--- src/rtl/adder_pipe_pkg.sv ---
// Shared types and configuration limits for the pipelined adder/subtractor/accumulator.
package adder_pipe_pkg;

    localparam int WIDTH_MIN  = 8;
    localparam int WIDTH_MAX  = 64;
    localparam int STAGES_MIN = 1;
    localparam int STAGES_MAX = 4;

    typedef enum logic [1:0] {
        OP_ADD = 2'd0,
        OP_SUB = 2'd1,
        OP_ACC = 2'd2,
        OP_CLR = 2'd3
    } adder_op_e;

    // Width-independent part of a stage payload; the core prepends the WIDTH-bit sum.
    typedef struct packed {
        logic      carry;
        logic      ovf;
        adder_op_e op;
    } adder_flags_t;

endpackage

--- src/rtl/adder_pipe_if.sv ---
// Request/result handshake bundle between the adder agent and adder_pipe_core.
interface adder_pipe_if
    import adder_pipe_pkg::*;
#(
    parameter int WIDTH = 32
) ();
    logic             in_valid;
    logic             in_ready;
    adder_op_e        in_op;
    logic [WIDTH-1:0] in_a;
    logic [WIDTH-1:0] in_b;

    logic             out_valid;
    logic             out_ready;
    logic [WIDTH-1:0] out_sum;
    logic             out_carry;
    logic             out_ovf;
    adder_op_e        out_op;

    modport master (
        output in_valid, in_op, in_a, in_b, out_ready,
        input  in_ready, out_valid, out_sum, out_carry, out_ovf, out_op
    );

    modport slave (
        input  in_valid, in_op, in_a, in_b, out_ready,
        output in_ready, out_valid, out_sum, out_carry, out_ovf, out_op
    );
endinterface

--- src/rtl/adder_pipe_stage.sv ---
// One valid+payload register slice; holds everything (bubbles included) while en_i is low.
module adder_pipe_stage #(
    parameter type payload_t = logic
) (
    input  logic     clk,
    input  logic     rst,
    input  logic     en_i,
    input  logic     valid_i,
    input  payload_t data_i,
    output logic     valid_o,
    output payload_t data_o
);
    logic     valid_d, valid_q;
    payload_t data_d, data_q;

    // Payload only loads on a valid slot so the outputs keep the last result during bubbles.
    always_comb begin
        valid_d = valid_q;
        data_d  = data_q;
        if (en_i) begin
            valid_d = valid_i;
            if (valid_i) begin
                data_d = data_i;
            end
        end
    end

    // NOTE: state registers use non-blocking assignment so every slice samples
    // its neighbour's pre-edge value; blocking here would collapse the pipeline.
    // NOTE: payload is reset too, because result outputs must read zero after reset.
    always_ff @(posedge clk) begin
        if (rst) begin
            valid_q <= 1'b0;
            data_q  <= '0;
        end else begin
            valid_q <= valid_d;
            data_q  <= data_d;
        end
    end

    assign valid_o = valid_q;
    assign data_o  = data_q;
endmodule

--- src/rtl/adder_pipe_core.sv ---
// Pipelined adder/subtractor with running accumulator; arithmetic and acc sit in stage 1,
// followed by STAGES register slices under a single global stall.
module adder_pipe_core
    import adder_pipe_pkg::*;
#(
    parameter int WIDTH  = 32,
    parameter int STAGES = 2
) (
    input logic         clk,
    input logic         rst,
    adder_pipe_if.slave bus
);
    localparam int             MSB = WIDTH - 1;
    localparam logic [WIDTH:0] ONE = {{WIDTH{1'b0}}, 1'b1};

    // An out-of-range build never accepts work instead of producing wrong widths.
    localparam bit CFG_OK = (WIDTH >= WIDTH_MIN) && (WIDTH <= WIDTH_MAX) &&
                            (STAGES >= STAGES_MIN) && (STAGES <= STAGES_MAX);

    typedef struct packed {
        logic [WIDTH-1:0] sum;
        adder_flags_t     flags;
    } payload_t;

    logic             advance;
    logic             accept;
    logic [WIDTH:0]   res;
    logic             ovf;
    logic [WIDTH-1:0] acc_d, acc_q;
    payload_t         s1_pay;

    logic             v [1:STAGES];
    payload_t         p [1:STAGES];

    assign advance      = !v[STAGES] || bus.out_ready;
    assign bus.in_ready = CFG_OK && advance && !rst;
    assign accept       = bus.in_valid && bus.in_ready;

    // NOTE: every output of this block gets a default first, so no path can
    // leave a value unassigned and infer a latch.
    always_comb begin
        res   = '0;
        ovf   = 1'b0;
        acc_d = acc_q;
        case (bus.in_op)
            OP_ADD: begin
                res = {1'b0, bus.in_a} + {1'b0, bus.in_b};
                ovf = (bus.in_a[MSB] == bus.in_b[MSB]) && (res[MSB] != bus.in_a[MSB]);
            end
            OP_SUB: begin
                res = {1'b0, bus.in_a} + {1'b0, ~bus.in_b} + ONE;
                ovf = (bus.in_a[MSB] != bus.in_b[MSB]) && (res[MSB] != bus.in_a[MSB]);
            end
            OP_ACC: begin
                res = {1'b0, acc_q} + {1'b0, bus.in_a};
                ovf = (acc_q[MSB] == bus.in_a[MSB]) && (res[MSB] != acc_q[MSB]);
                if (accept) begin
                    acc_d = res[WIDTH-1:0];
                end
            end
            OP_CLR: begin
                if (accept) begin
                    acc_d = '0;
                end
            end
            default: begin
                res = '0;
            end
        endcase

        s1_pay.sum         = res[WIDTH-1:0];
        s1_pay.flags.carry = res[WIDTH];
        s1_pay.flags.ovf   = ovf;
        s1_pay.flags.op    = bus.in_op;
    end

    always_ff @(posedge clk) begin
        if (rst) begin
            acc_q <= '0;
        end else begin
            acc_q <= acc_d;
        end
    end

    for (genvar i = 1; i <= STAGES; i++) begin : g_stage
        if (i == 1) begin : g_first
            adder_pipe_stage #(.payload_t(payload_t)) u_stage (
                .clk     (clk),
                .rst     (rst),
                .en_i    (advance),
                .valid_i (accept),
                .data_i  (s1_pay),
                .valid_o (v[i]),
                .data_o  (p[i])
            );
        end else begin : g_next
            adder_pipe_stage #(.payload_t(payload_t)) u_stage (
                .clk     (clk),
                .rst     (rst),
                .en_i    (advance),
                .valid_i (v[i-1]),
                .data_i  (p[i-1]),
                .valid_o (v[i]),
                .data_o  (p[i])
            );
        end
    end

    assign bus.out_valid = v[STAGES];
    assign bus.out_sum   = p[STAGES].sum;
    assign bus.out_carry = p[STAGES].flags.carry;
    assign bus.out_ovf   = p[STAGES].flags.ovf;
    assign bus.out_op    = p[STAGES].flags.op;
endmodule

--- src/flat_wrapper.sv ---
// flat-port wrapper written by rule: the top's interface ports become plain ports
module adder_pipe_core_flat import adder_pipe_pkg::*;
#(
    parameter int WIDTH  = 32,
    parameter int STAGES = 2
)
  (clk, rst, bus_in_valid, bus_in_op, bus_in_a, bus_in_b, bus_out_ready, bus_in_ready, bus_out_valid, bus_out_sum, bus_out_carry, bus_out_ovf, bus_out_op);
  adder_pipe_if #(.WIDTH(WIDTH)) bus_i ();
  input logic clk;
  input logic rst;
  input wire logic [$bits(bus_i.in_valid)-1:0] bus_in_valid;
  input wire logic [$bits(bus_i.in_op)-1:0] bus_in_op;
  input wire logic [$bits(bus_i.in_a)-1:0] bus_in_a;
  input wire logic [$bits(bus_i.in_b)-1:0] bus_in_b;
  input wire logic [$bits(bus_i.out_ready)-1:0] bus_out_ready;
  output wire logic [$bits(bus_i.in_ready)-1:0] bus_in_ready;
  output wire logic [$bits(bus_i.out_valid)-1:0] bus_out_valid;
  output wire logic [$bits(bus_i.out_sum)-1:0] bus_out_sum;
  output wire logic [$bits(bus_i.out_carry)-1:0] bus_out_carry;
  output wire logic [$bits(bus_i.out_ovf)-1:0] bus_out_ovf;
  output wire logic [$bits(bus_i.out_op)-1:0] bus_out_op;
  assign bus_i.in_valid = bus_in_valid;
  assign bus_i.in_op = bus_in_op;
  assign bus_i.in_a = bus_in_a;
  assign bus_i.in_b = bus_in_b;
  assign bus_i.out_ready = bus_out_ready;
  assign bus_in_ready = bus_i.in_ready;
  assign bus_out_valid = bus_i.out_valid;
  assign bus_out_sum = bus_i.out_sum;
  assign bus_out_carry = bus_i.out_carry;
  assign bus_out_ovf = bus_i.out_ovf;
  assign bus_out_op = bus_i.out_op;
  adder_pipe_core #(.WIDTH(WIDTH), .STAGES(STAGES)) u_core (.clk(clk), .rst(rst), .bus(bus_i));
endmodule
--- config.mk ---
export PLATFORM = sky130hd
export DESIGN_NAME = adder_pipe_core_flat
export DESIGN_NICKNAME = d
export VERILOG_FILES = /design/src/rtl/adder_pipe_pkg.sv /design/src/rtl/adder_pipe_if.sv /design/src/rtl/adder_pipe_stage.sv /design/src/rtl/adder_pipe_core.sv /design/src/flat_wrapper.sv
export SDC_FILE = /design/constraint.sdc
export NUM_CORES = 1
export LEC_CHECK = 0
export ABC_AREA = 1
export CAP_MARGIN = 10
export CELL_PAD_IN_SITES_DETAIL_PLACEMENT = 1
export CELL_PAD_IN_SITES_GLOBAL_PLACEMENT = 1
export CORE_UTILIZATION = 44
export DETAILED_ROUTE_END_ITERATION = 8
export GPL_ROUTABILITY_DRIVEN = 0
export HOLD_SLACK_MARGIN = 0.03
export PLACE_DENSITY_LB_ADDON = 0.1
export SLEW_MARGIN = 15
export SYNTH_ARGS = -nofsm -noshare
export SYNTH_HDL_FRONTEND = slang
export SYNTH_HIERARCHICAL = 1
export SYNTH_SLANG_ARGS = --single-unit
--- constraint.sdc ---
create_clock -name clk -period 2.81 [get_ports clk]
set_input_delay 0.281 -clock clk [delete_from_list [all_inputs] [get_ports clk]]
set_output_delay 0.281 -clock clk [all_outputs]
set_load 0.01 [all_outputs]
; Yosys cells after proc, flatten, opt, wreduce, memory -nomap -nowiden
; Cells that the tools add are included.
[classes]
n_reduce_logical = 13
n_mux = 5
n_eq_ne = 11
bitwise_logic = 1
add_sub_neg = 4
[ops]
columns = op, n
row1 = $add 32x32->33, 3
row2 = $pmux 33 s3, 1
row3 = $mux 32, 2
row4 = $pmux 32 s2, 1
row5 = $add 33x1->33 const B, 1
row6 = $not 32->32, 1
row7 = $logic_and 1x1->1, 5
row8 = $eq 2x2->1 const B, 2
row9 = $ne 1x1->1, 4
row10 = $ne 2x2->1 const B, 2
row11 = $reduce_and 2->1, 2
row12 = $pmux 1 s3, 1
row13 = $reduce_and 3->1, 1
row14 = $eq 1x1->1, 2
row15 = $eq 2x1->1 const B, 1
row16 = $logic_not 1->1, 2
row17 = $logic_not 2->1, 1
row18 = $reduce_bool 2->1, 1
row19 = $logic_or 1x1->1, 1
[totals]
word_cells = 45
regBits = 106
input_bits = 70

; Depth between registers and ports, before layout
; Gate-level depths: netlist of run 1.
[logic_depth]
depth_word = 6
depth_mapped = 17
depth_no_buf = 17

; By module
; Netlist of run 1, hierarchy kept.
[modules_own_cells]
columns = module, instances, cells_per_inst, area_each_um2, seq_area_each_um2
row1 = adder_pipe_core, 1, 1798, 9202.6, 640.6
row2 = adder_pipe_stage, 2, 232, 1519.0, 740.7

; Worst setup path after synthesis of run 1
; Ideal clock, no wire load.
[synth_path]
kind = input to register
from = input bus_in_a[0]
to = register u_core.g_stage[1].g_first.u_stage.data_q (netlist bit u_core/g_stage[1].g_first.u_stage/data_o[3])
arrival_ps = 1879
n_path_buf = 0
slack_ps = 818
cell_stages = 17
required_time_ps = 2697
cell_sequence = inv_1 -> ha_1 -> inv_1 -> fa_1 -> nand2_1 -> nand3_1 -> and2_1 -> nand2_1 -> nand2_1 -> nand2_1 -> nand3_1 -> nand2_1 -> nand2_1 -> nand2_1 -> nand3_1 -> nor2_1 -> nor2_1
[synth_via]
elab_chain_len = 3
[synth_lines]
columns = element, line_no
row1 = "start, declared", flat_wrapper.sv:13  ; input wire logic [$bits(bus_i.in_a)-1:0] bus_in_a;
row2 = $add 32x32->33, adder_pipe_core.sv:51  ; res = {1'b0, bus.in_a} + {1'b0, ~bus.in_b} + ONE;
row3 = $add 33x1->33, adder_pipe_core.sv:51
row4 = $pmux 33 s3 (*), adder_pipe_core.sv:45  ; case (bus.in_op)
row5 = net u_core.res[32], adder_pipe_core.sv:27  ; logic [WIDTH:0] res;
row6 = "end signal, assigned", adder_pipe_stage.sv:37  ; data_q <= data_d;
row7 = "end, declared", adder_pipe_stage.sv:14  ; payload_t data_d, data_q;
; The timed path passes the listed nets; every way through them passes the cells marked *.
; A chain may end at the register's enable or synchronous reset.

; Worst setup path in the final report of run 1
[layout_path]
from = input bus_in_b[13]
to = register u_core.g_stage[1].g_first.u_stage.data_q (netlist bit u_core/g_stage[1].g_first.u_stage/data_o[23])
[layout_via]
elab_chain_len = 4
[layout_lines]
columns = element, line_no
row1 = "start, declared", flat_wrapper.sv:14  ; input wire logic [$bits(bus_i.in_b)-1:0] bus_in_b;
row2 = $not 32->32, adder_pipe_core.sv:51
row3 = $add 32x32->33, adder_pipe_core.sv:51
row4 = $add 33x1->33, adder_pipe_core.sv:51
row5 = $pmux 33 s3 (*), adder_pipe_core.sv:45
row6 = net u_core.res[19], adder_pipe_core.sv:27
; Marks and branches as above.

==> flow_metrics.py, run 1 <==
metrics = {
    "outcome": {
        "status": "finished clean",
    },
    "detailed_routing": {
        "drt-initial-drc-count": 1005,
        "met2_length_mm": 22.6,
        "firstDrtPassIters": 5,
        "top_layer_used": "met4",
        "vias_per_cell": 5.28,
        "route.met3.wl_mm": 2.61,
        "drcViolationCount": 0,
        "drt_wl_total_mm": 48.9,
        "drtAntennaViolNets": 0,
        "wire_per_inst_um": 17.6,
        "m1WireLength_mm": 21.9,
        "via_count": 14657,
    },
    "hold_path": {
        "hold_class": "reg2reg",
        "hold_depth": 2,
    },
    "yosys": {
        "synth_edf_count": 0,
        "syn_area_sq_um": 12200,
        "seq_area_frac_synth_pct": 17.3,
        "avgSynthCellArea_sq_um": 5.41,
        "ys.flop_type": "dfxtp_1",
        "syn_nets": 2431,
        "synthTopCellsByCount": "nand2_1, inv_1, nor2_1, nand3_1, a21oi_1",
        "synth-seq-cells": 106,
        "synth_most_common_cell": "nand2_1",
        "synth_largest_area_cell": "nand2_1",
        "synth_cell_types": 45,
        "synth_top_area_share_pct": 23.7,
        "yosysWarnings": 6,
        "synthArstFlopShare_pct": 0,
        "synth_cells": 2262,
        "synth.area.top_cells": "nand2_1, dfxtp_1, inv_1",
    },
    "clocking": {
        "path_clk_slew_ns": 0.10,
        "clkLatencyLatePin_ns": 0.39,
        "cts_buffers": 9,
        "cts_hold_buf": 0,
        "cts_buffer_depth": 2,
        "cts.sinks": 106,
        "cts_tree": "yes",
        "h-tree-depth": 3,
        "clock-root-buffer": "clkbuf_16",
    },
    "global_route": {
        "track_usage_pct": 34.8,
        "first_global_vias": 14739,
        "grt_max_degree": 74,
        "grt_pass1_wl_mm": 76.4,
        "antenna_found_initial": 0,
        "overflow": 0,
    },
    "critical_path": {
        "slowest_stage": "clkdlybuf4s50_1",
        "crit_top_cell": "nand3_1",
        "rrSetupSlack_ns": 0.33,
        "worstPathRequired_ns": 3.07,
        "cp.arrival_ns": 2.91,
        "critical_path.endpoint_type": "register",
        "cp-start-kind": "primary input",
        "r2r_cells": 14,
        "critPathKind": "in2reg",
        "cp_max_fo": 9,
        "cpPeakStageDelay_ns": 0.55,
        "cp_cell_sequence": "clkdlybuf4s50_1 -> inv_1 -> ha_1 -> nand2_1 -> inv_1 -> nand2_2 -> nor3_1 -> nand4_1 -> nand3_1 -> nand2_1 -> nand3_1 -> nand3_1 -> nor2_1 -> nor2_1",
    },
    "placed_design": {
        "place_area_sq_um": 14000,
        "dp_hpwl_mm": 40.3,
        "portBuffers": 107,
        "place_worst_setup_slack_ns": -0.157,
        "placed_cells": 2760,
    },
    "power": {
        "ir_drop_mv": 0.275,
        "power_density_nw_per_um2": 353,
        "cellLeakagePower_nw": 8.03,
    },
    "sta": {
        "maxSlewHeadroom_pct": 49.2,
        "fin_skew_ns": 0.0215,
        "report.final.slew_viol_count": 0,
        "fin_crit_sh_pct": 94.2,
        "hold_slack_ns": 0.479,
        "grt_setup_unrepaired": "no",
        "hold_violations": 0,
        "setup_violations": 0,
        "max_freq_ghz": 0.378,
        "setup_ws_ns": 0.162,
        "period_minus_slack_ns": 2.65,
        "tns_ns": 0,
        "tightest_slew_ns": 0.762,
    },
    "floorplan": {
        "rows": 60,
        "pin_count": 108,
        "core-area_sq_um": 27100,
        "dieArea_sq_um": 28500,
        "start_util_pct": 45.2,
        "die_w_um": 169,
        "die_h_um": 169,
    },
    "layout": {
        "fill_cells": 4005,
        "syn2layout_area_growth_pct": 16.7,
        "drive_gt1_share_pct": 7.11,
        "num_antenna_cells": 0,
        "nets": 2568,
        "stdcell_count": 2776,
        "fin_area_sq_um": 14300,
    },
    "run": {
        "drv_cap": 0,
    },
}
[metal layers]
layer / GRT usage, % / vias to the layer above
li1: - / 7154
met4: 14.6 / 0
met3: 4.70 / 101
met5: 0 / -
met2: 58.5 / 456
met1: 44.5 / 6946
[cell families after synthesis]
| kind of cell | synth area share, % |
|---|---|
| AND/OR/NAND/NOR | 46.4 |
| buffers and inverters | 16.7 |
| AO/OA/AOI/OAI | 8.36 |
| flip-flops | 17.3 |
| adder cells (fa/ha/maj) | 10.3 |
| XOR/XNOR | 0.930 |
[per-stage QoR]
step                      power [W]  util [%]
after floorplan             0.00288         -
after global placement      0.00356      51.6
after detailed placement    0.00363      51.6
after CTS                   0.00501      52.7
after global routing        0.00531      52.7
final                       0.00504      52.7
[area by class of cell]
cell class	instances	area, sq um	area share, %
Multi-Input combinational cell	1654	8080	56.5
Sequential cell	106	2120	14.9
Timing Repair Buffer	189	1690	11.8
Inverter	439	1650	11.5
Tap cell	372	465	3.26
Clock buffer	10	229	1.60
Clock inverter	6	57.6	0.403
[what timing repair did]
| item | CTS | global route |
|---|---|---|
| resized for setup | 0 | 1 |
| endpoints found under the hold margin | 0 | 0 |
| setup buffers | 0 | 0 |
| setup endpoints to repair | 0 | 1 |
[worst paths after layout]
path                                                                             endpoint                          from
worst min register to register                               u_core/acc_q[0]$_SDFFE_PP0P_  u_core/acc_q[0]$_SDFFE_PP0P_
worst min-delay path                                         u_core/acc_q[0]$_SDFFE_PP0P_  u_core/acc_q[0]$_SDFFE_PP0P_
worst max register to register  u_core/g_stage[1].g_first.u_stage/data_o[24]$_SDFFE_PP0P_  u_core/acc_q[0]$_SDFFE_PP0P_
worst max-delay path            u_core/g_stage[1].g_first.u_stage/data_o[23]$_SDFFE_PP0P_                  bus_in_b[13]
[flip-flops by register name (all words and copies together), names as in the netlist]
| name | flops |
|---|---|
| u_core/g_stage.g_next.u_stage/data_o | 36 |
| u_core/g_stage.g_first.u_stage/valid_o | 1 |
| u_core/g_stage.g_next.u_stage/valid_o | 1 |
| u_core/acc_q | 32 |
| u_core/g_stage.g_first.u_stage/data_o | 36 |
[power by group]
group	switching [W]	internal, W	leakage (nW)
registers	0.0000433	0.00158	0.866
logic	0.00133	0.000716	7.02
clock network	0.000747	0.000627	0.141
[cell usage in the layout, fill, tap and decap left out, drive strengths merged]
cell           synthesis  routed
o311ai                 1       1
clkbuf                10      10
nand3                190     190
and3                   1       1
or2                    5       5
dfxtp                106     106
a21oi                119     119
nand3b                11      11
fa                     3       3
buf                   53      82
a211oi                 1       1
nor3                  17      17
clkdlybuf4s50          0     107
and2                   7       7
o21ai                 47      47
xor2                  12      12
o21a                   1       1
ha                    96      96
nand2                791     791
inv                  439     442
nor4                   2       2
nor2                 307     307
o21bai                10      10
o211ai                 6       6
clkinv                 0       3
nand4                 22      22
xnor2                  1       1
o221ai                 3       3
a21o                   1       1
[worst max-delay path: cells and delay by family]
| family | cells | cell delay [ns] |
|---|---|---|
| AND/OR/NAND/NOR | 10 | 1.39 |
| buffers and inverters | 3 | 0.72 |
| adder cells (fa/ha/maj) | 1 | 0.51 |
(Power assumes the default switching activity.)
==> inputs of run 2 (changes only) <==
--- a/config.mk
+++ b/config.mk
@@ -14,7 +14,6 @@
 export GPL_ROUTABILITY_DRIVEN = 0
 export HOLD_SLACK_MARGIN = 0.03
 export PLACE_DENSITY_LB_ADDON = 0.1
-export SLEW_MARGIN = 15
 export SYNTH_ARGS = -nofsm -noshare
 export SYNTH_HDL_FRONTEND = slang
 export SYNTH_HIERARCHICAL = 1
==> results of run 2 <==
No change in the layout: final DEF, timing and power equal those of run 1.
==> inputs of run 3 (changes only) <==
--- a/config.mk
+++ b/config.mk
@@ -12,6 +12,7 @@
 export CORE_UTILIZATION = 44
 export DETAILED_ROUTE_END_ITERATION = 8
 export GPL_ROUTABILITY_DRIVEN = 0
+export GPL_TIMING_DRIVEN = 1
 export HOLD_SLACK_MARGIN = 0.03
 export PLACE_DENSITY_LB_ADDON = 0.1
 export SYNTH_ARGS = -nofsm -noshare
==> results of run 3 <==
No change in the layout: final DEF, timing and power equal those of run 1.
